===== config.mk =====
export PLATFORM = sky130hd
export DESIGN_NAME = led_pattern_gen
export DESIGN_NICKNAME = d
export VERILOG_FILES = /design/src/rtl/led_pkg.sv /design/src/rtl/led_pattern_gen_tick_gen.sv /design/src/rtl/led_pattern_gen.sv
export SDC_FILE = /design/constraint.sdc
export NUM_CORES = 1
export LEC_CHECK = 0
export ABC_AREA = 1
export BUFFER_PORTS_ARGS = -buffer_cell sky130_fd_sc_hd__buf_4
export CAP_MARGIN = 0
export CORE_MARGIN = 2
export CORE_UTILIZATION = 60
export DETAILED_ROUTE_END_ITERATION = 10
export GPL_ROUTABILITY_DRIVEN = 1
export PLACE_DENSITY = 0.81
export SETUP_SLACK_MARGIN = 0.05
export SLEW_MARGIN = 20
export SYNTH_ARGS = -nofsm -noshare
export SYNTH_HDL_FRONTEND = slang
export SYNTH_SLANG_ARGS = --single-unit

===== constraint.sdc =====
create_clock -name i_clk -period 2.53 [get_ports i_clk]
set_input_delay 0.506 -clock i_clk [delete_from_list [all_inputs] [get_ports i_clk]]
set_output_delay 0.506 -clock i_clk [all_outputs]
set_load 0.05 [all_outputs]

===== src/rtl/led_pkg.sv =====
// Shared encodings for the LED pattern generator: run-time modes and bounce direction.
package led_pkg;

  typedef enum logic [1:0] {
    MODE_COUNT  = 2'd0,
    MODE_WALK   = 2'd1,
    MODE_BOUNCE = 2'd2,
    MODE_BLINK  = 2'd3
  } mode_e;

  typedef enum logic {
    DIR_LEFT  = 1'b0,
    DIR_RIGHT = 1'b1
  } dir_e;

endpackage


===== src/rtl/led_pattern_gen_tick_gen.sv =====
// Reusable prescaler: counts 0..DIV_MAX while enabled and strobes o_tick_pre on the wrap cycle.
module tick_gen #(
  parameter int unsigned DIV_MAX = 33554431
) (
  input  logic i_clk,
  input  logic i_rst_n,
  input  logic i_en,
  input  logic i_clr,
  output logic o_tick_pre
);

  localparam int unsigned CW = $clog2(DIV_MAX + 1);
  localparam logic [CW-1:0] CNT_MAX = CW'(DIV_MAX);

  logic [CW-1:0] cnt_q;

  // Clear beats the wrap so a restart never emits a stray strobe.
  assign o_tick_pre = i_en && !i_clr && (cnt_q == CNT_MAX);

  always_ff @(posedge i_clk) begin
    if (!i_rst_n) begin
      cnt_q <= '0;
    end else if (i_clr) begin
      cnt_q <= '0;
    end else if (i_en) begin
      cnt_q <= o_tick_pre ? '0 : cnt_q + CW'(1);
    end
  end

endmodule


===== src/rtl/led_pattern_gen.sv =====
// LED pattern generator: prescaled step tick drives COUNT/WALK/BOUNCE/BLINK patterns.
// Optional brightness PWM gating is enabled by defining LED_PWM_EN.
module led_pattern_gen
  import led_pkg::*;
#(
  parameter int unsigned N_LEDS         = 3,
  parameter int unsigned DIV_MAX        = 33554431,
  parameter bit          LED_ACTIVE_LOW = 1'b0,
  parameter int unsigned PWM_W          = 8
) (
  input  logic              i_clk,
  input  logic              i_rst_n,
  input  logic              i_en,
  input  logic [1:0]        i_mode,
`ifdef LED_PWM_EN
  input  logic [PWM_W-1:0]  i_duty,
`endif
  output logic [N_LEDS-1:0] o_leds,
  output logic              o_tick
);

  if (N_LEDS < 1 || DIV_MAX < 1 || PWM_W < 1) begin : g_param_check
    $error("led_pattern_gen: N_LEDS, DIV_MAX and PWM_W must all be >= 1");
  end

  localparam logic [N_LEDS-1:0] PAT_ONE = N_LEDS'(1);

  mode_e             mode_q, mode_d;
  dir_e              dir_q, dir_d;
  logic [N_LEDS-1:0] pat_q, pat_d;
  logic              tick_q, tick_d;
  logic              mode_chg;
  logic              step;
  logic [N_LEDS-1:0] led_raw;

  function automatic logic [N_LEDS-1:0] init_pat(mode_e m);
    return (m == MODE_WALK || m == MODE_BOUNCE) ? PAT_ONE : '0;
  endfunction

  assign mode_chg = (mode_q != mode_e'(i_mode));

  tick_gen #(
    .DIV_MAX (DIV_MAX)
  ) u_tick_gen (
    .i_clk      (i_clk),
    .i_rst_n    (i_rst_n),
    .i_en       (i_en),
    .i_clr      (mode_chg),
    .o_tick_pre (step)
  );

  always_ff @(posedge i_clk) begin
    if (!i_rst_n) begin
      mode_q <= MODE_COUNT;
      dir_q  <= DIR_LEFT;
      pat_q  <= '0;
      tick_q <= 1'b0;
    end else begin
      mode_q <= mode_d;
      dir_q  <= dir_d;
      pat_q  <= pat_d;
      tick_q <= tick_d;
    end
  end

  always_comb begin
    mode_d = mode_q;
    dir_d  = dir_q;
    pat_d  = pat_q;
    tick_d = 1'b0;
    if (mode_chg) begin
      mode_d = mode_e'(i_mode);
      pat_d  = init_pat(mode_e'(i_mode));
      dir_d  = DIR_LEFT;
    end else if (step) begin
      tick_d = 1'b1;
      unique case (mode_q)
        MODE_COUNT: pat_d = pat_q + PAT_ONE;
        // For a single LED both shift terms collapse and the bit simply holds.
        MODE_WALK:  pat_d = (pat_q << 1) | (pat_q >> (N_LEDS - 1));
        MODE_BOUNCE: begin
          if (N_LEDS == 1) begin
            pat_d = pat_q;
          end else if (dir_q == DIR_LEFT) begin
            pat_d = pat_q << 1;
            if (pat_d[N_LEDS-1]) dir_d = DIR_RIGHT;
          end else begin
            pat_d = pat_q >> 1;
            if (pat_d[0]) dir_d = DIR_LEFT;
          end
        end
        MODE_BLINK: pat_d = ~pat_q;
        default:    pat_d = pat_q;
      endcase
    end
  end

`ifdef LED_PWM_EN
  logic [PWM_W-1:0] pwm_q;

  always_ff @(posedge i_clk) begin
    if (!i_rst_n) begin
      pwm_q <= '0;
    end else begin
      pwm_q <= pwm_q + PWM_W'(1);
    end
  end

  assign led_raw = pat_q & {N_LEDS{pwm_q < i_duty}};
`else
  assign led_raw = pat_q;
`endif

  assign o_leds = LED_ACTIVE_LOW ? ~led_raw : led_raw;
  assign o_tick = tick_q;

endmodule

==> impl_metrics.sql <==
INSERT INTO impl_metrics (metric_group, metric, value, unit) VALUES
('outcome', 'run_status', 'finished, final reports clean', ''),
('synthesis', 'synth-compound-area-share', '4.29', '%'),
('grt', 'use_met3', '4.59', '%'),
('grt', 'grt_usage', '22.3', '%'),
('synthesis', 'syn_nets', '271', ''),
('synthesis', 'synth.largest_area_cell', 'sky130_fd_sc_hd__dfxtp_1', ''),
('critical_path', 'required', '2.02', 'ns'),
('critical_path', 'path_delay_family', 'flip-flops', ''),
('clock_network', 'cts_inserted_buffers', '5', ''),
('route', 'post_drt_wl_per_cell', '11.4', 'um'),
('grt', 'grt_busiest_layer', 'met2', ''),
('synthesis', 'adder_and_majority_cell_fraction_of_the_synthesized_area', '2.72', '%'),
('grt', 'grt_first_pass_wirelength', '5820', 'um'),
('run', 'max_cap_violations', '0', ''),
('timing', 'timing.final.setup_violations', '0', ''),
('grt', 'grt_pass1_vias', '1395', ''),
('cells_and_area', 'layoutNonFillerInstCount', '306', ''),
('clock_network', 'cts_setup_buffers', '0', ''),
('power_and_ir_drop', 'vdd_drop_max', '0.286', 'mV'),
('timing', 'layout_worst_path_cycle_share', '61.5', '%'),
('grt', 'antenna_violations_before_repair', '0', ''),
('worst_hold_path', 'min_delay_path_depth', '3', ''),
('synthesis', 'dominant_combinational_cell_family_by_area_after_synthesis', 'simple AND/OR/NAND/NOR gates', ''),
('critical_path', 'worstSetupEndpointType', 'output pin', ''),
('timing', 'setup-tns-final', '0', 'ns'),
('clock_network', 'clock_tree_from_tritoncts', 'built', ''),
('critical_path', 'timing.critical_path.fanout_max', '7', ''),
('grt', 'grt_max_degree', '14', ''),
('floorplan', 'die_area', '3520', 'um^2'),
('clock_network', 'ctsRootBufferMaster', 'sky130_fd_sc_hd__clkbuf_4', ''),
('floorplan', 'chipHeight', '59.3', 'um'),
('critical_path', 'cell_chain_critical_path', 'buf_4', ''),
('synthesis', 'netlist_instances', '262', ''),
('timing', 'fin_worst_skew', '0.0132', 'ns'),
('critical_path', 'slowest_stage', 'sky130_fd_sc_hd__dfxtp_1', ''),
('cells_and_area', 'numnets_final', '284', ''),
('grt', 'globalRouteMet1Util', '27.9', '%'),
('synthesis', 'muxShareOfSynthArea', '0', '%'),
('critical_path', 'setup.worst_path.start_class', 'flop', ''),
('route', '1st_pass_router_iterations', '4', ''),
('synthesis', 'synth-seq-area-share', '34.9', '%'),
('floorplan', 'placement_rows', '20', ''),
('synthesis', 'syn_area', '1840', 'um^2'),
('placed_design', 'preCtsSetupSlack', '0.971', 'ns'),
('timing', 'worst-slew-pin-transition', '0.365', 'ns'),
('cells_and_area', 'layout.filler_cells', '275', ''),
('floorplan', 'ios', '9', ''),
('critical_path', 'critical_path_buf_inv_count', '1', ''),
('cells_and_area', 'seqCellArea', '641', 'um^2'),
('timing', 'fmax', '0.643', 'GHz'),
('cells_and_area', 'drive_gt1_share', '16.5', '%'),
('placed_design', 'placement.cell_area', '1920', 'um^2'),
('timing', 'grt_setup_unrepaired', 'false', ''),
('grt', 'grt.met2_usage', '35.9', '%'),
('placed_design', 'numPlacedInstances', '301', ''),
('timing', 'timing.final.max_slew_violations', '0', ''),
('critical_path', 'cp_num_cells', '1', ''),
('synthesis', 'ys_top_cells_by_area', 'sky130_fd_sc_hd__dfxtp_1 35%, sky130_fd_sc_hd__nand2_1 12%, sky130_fd_sc_hd__nor2_1 9.0%', ''),
('floorplan', 'initial_core_utilization', '61.7', '%'),
('placed_design', 'detailedPlacementHpwl', '2630', 'um'),
('clock_network', 'worst_setup_hold_path_clk_slew', '0.09', 'ns'),
('clock_network', 'cts.path.max_buffers', '2', ''),
('cells_and_area', 'finished_layout_cell_area', '1960', 'um^2'),
('clock_network', 'post_cts_hold_buffer_count', '0', ''),
('critical_path', 'worst_path_largest_cell_delay', '0.47', 'ns'),
('power_and_ir_drop', 'power.leakage', '0.000750', 'uW'),
('clock_network', 'cts.sink_count', '32', ''),
('critical_path', 'cp_arrival', '1.05', 'ns'),
('timing', 'finalHoldViolCount', '0', ''),
('critical_path', 'worst-setup-path-type', 'flop to output pin', ''),
('cells_and_area', 'num_antenna_cells', '0', '');
## worst reg2reg max path, cell delays in order, from the launching register on
cell                      delay, ns
sky130_fd_sc_hd__dfxtp_1       0.37
sky130_fd_sc_hd__ha_1          0.18
sky130_fd_sc_hd__nand2_1       0.12
sky130_fd_sc_hd__nor2_4        0.19
sky130_fd_sc_hd__nand2_2       0.10
sky130_fd_sc_hd__nor2_4        0.14
sky130_fd_sc_hd__nand2_1       0.08
sky130_fd_sc_hd__xor2_1        0.14
sky130_fd_sc_hd__nor2_1        0.05
## registers in the layout, indices dropped and copies added, names as in the netlist
signal            count
o_leds                3
dir_q                 1
u_tick_gen.cnt_q     25
o_tick                1
mode_q                2
## cell families after synthesis
| family | Yosys count |
|---|---|
| and+or+nand+nor | 165 |
| buffers and inverters | 32 |
| DFF | 32 |
| xor gates and xnor gates | 15 |
| AOI/OAI and AO/OA | 14 |
| adders and majority gates | 4 |
## synth_stat cells (all sizes together)
cell     instances
xnor2            7
nand4            4
and3             1
xor2             8
o2111ai          1
nor3             6
dfxtp           32
or2              1
inv             30
nand2           70
o22ai            1
nor3b            1
buf              2
a2bb2oi          1
nor2            56
a21oi            9
o21ai            2
ha               4
nand3           23
nand3b           3
## final timing paths
path	startpoint	to	slack (ns)
worst min-delay path	i_mode[0]	mode_q[0]	0.37
worst max register to register	u_tick_gen.cnt_q[0]	u_tick_gen.cnt_q[16]	1.04
worst min register to register	u_tick_gen.cnt_q[21]	u_tick_gen.cnt_q[21]	0.48
worst max-delay path	o_leds[1]	o_leds[1]	0.97
## final cells by class
class / instances / area share (%)
inverters: 30 / 5.75
multi-input cells: 198 / 54.4
well taps: 33 / 2.11
repair buffers: 8 / 3.07
clock buffers: 5 / 1.92
flip-flops and latches: 32 / 32.7
## per-stage QoR
step / hold WS [ns] / total power, uW
after floorplan: 0.449 / 574
after global placement: 0.464 / 590
after detailed placement: 0.465 / 591
after CTS: 0.371 / 839
after global routing: 0.379 / 867
final: 0.374 / 830
## per-layer routing
metal,vias to the layer above,part of all wire (%)
met4,0,1.5
met2,37,48
met5,-,0
met1,729,46
li1,853,-
met3,8,5.0
## power by group
| part | switching, uW | internal (uW) |
|---|---|---|
| clock | 158 | 92.6 |
| sequential | 5.53 | 508 |
| combinational | 45.3 | 21.5 |
## cell usage in the layout, fill, tap and decap left out, types with 2 or more instances in the layout
cell / n
sky130_fd_sc_hd__xor2_1: 8
sky130_fd_sc_hd__nand3_1: 20
sky130_fd_sc_hd__dfxtp_1: 32
sky130_fd_sc_hd__nand2_2: 9
sky130_fd_sc_hd__nor2_2: 7
sky130_fd_sc_hd__nand3b_1: 3
sky130_fd_sc_hd__nand3_2: 2
sky130_fd_sc_hd__ha_1: 4
sky130_fd_sc_hd__buf_4: 8
sky130_fd_sc_hd__xnor2_1: 7
sky130_fd_sc_hd__nor2_4: 5
sky130_fd_sc_hd__nor2_1: 44
sky130_fd_sc_hd__nand2_4: 2
sky130_fd_sc_hd__inv_1: 26
sky130_fd_sc_hd__o21ai_0: 2
sky130_fd_sc_hd__clkbuf_4: 5
sky130_fd_sc_hd__nand2_1: 59
sky130_fd_sc_hd__nor3_1: 5
sky130_fd_sc_hd__nand4_1: 4
sky130_fd_sc_hd__inv_2: 4
sky130_fd_sc_hd__a21oi_1: 9
No activity file was read; power rests on OpenSTA's default activity.
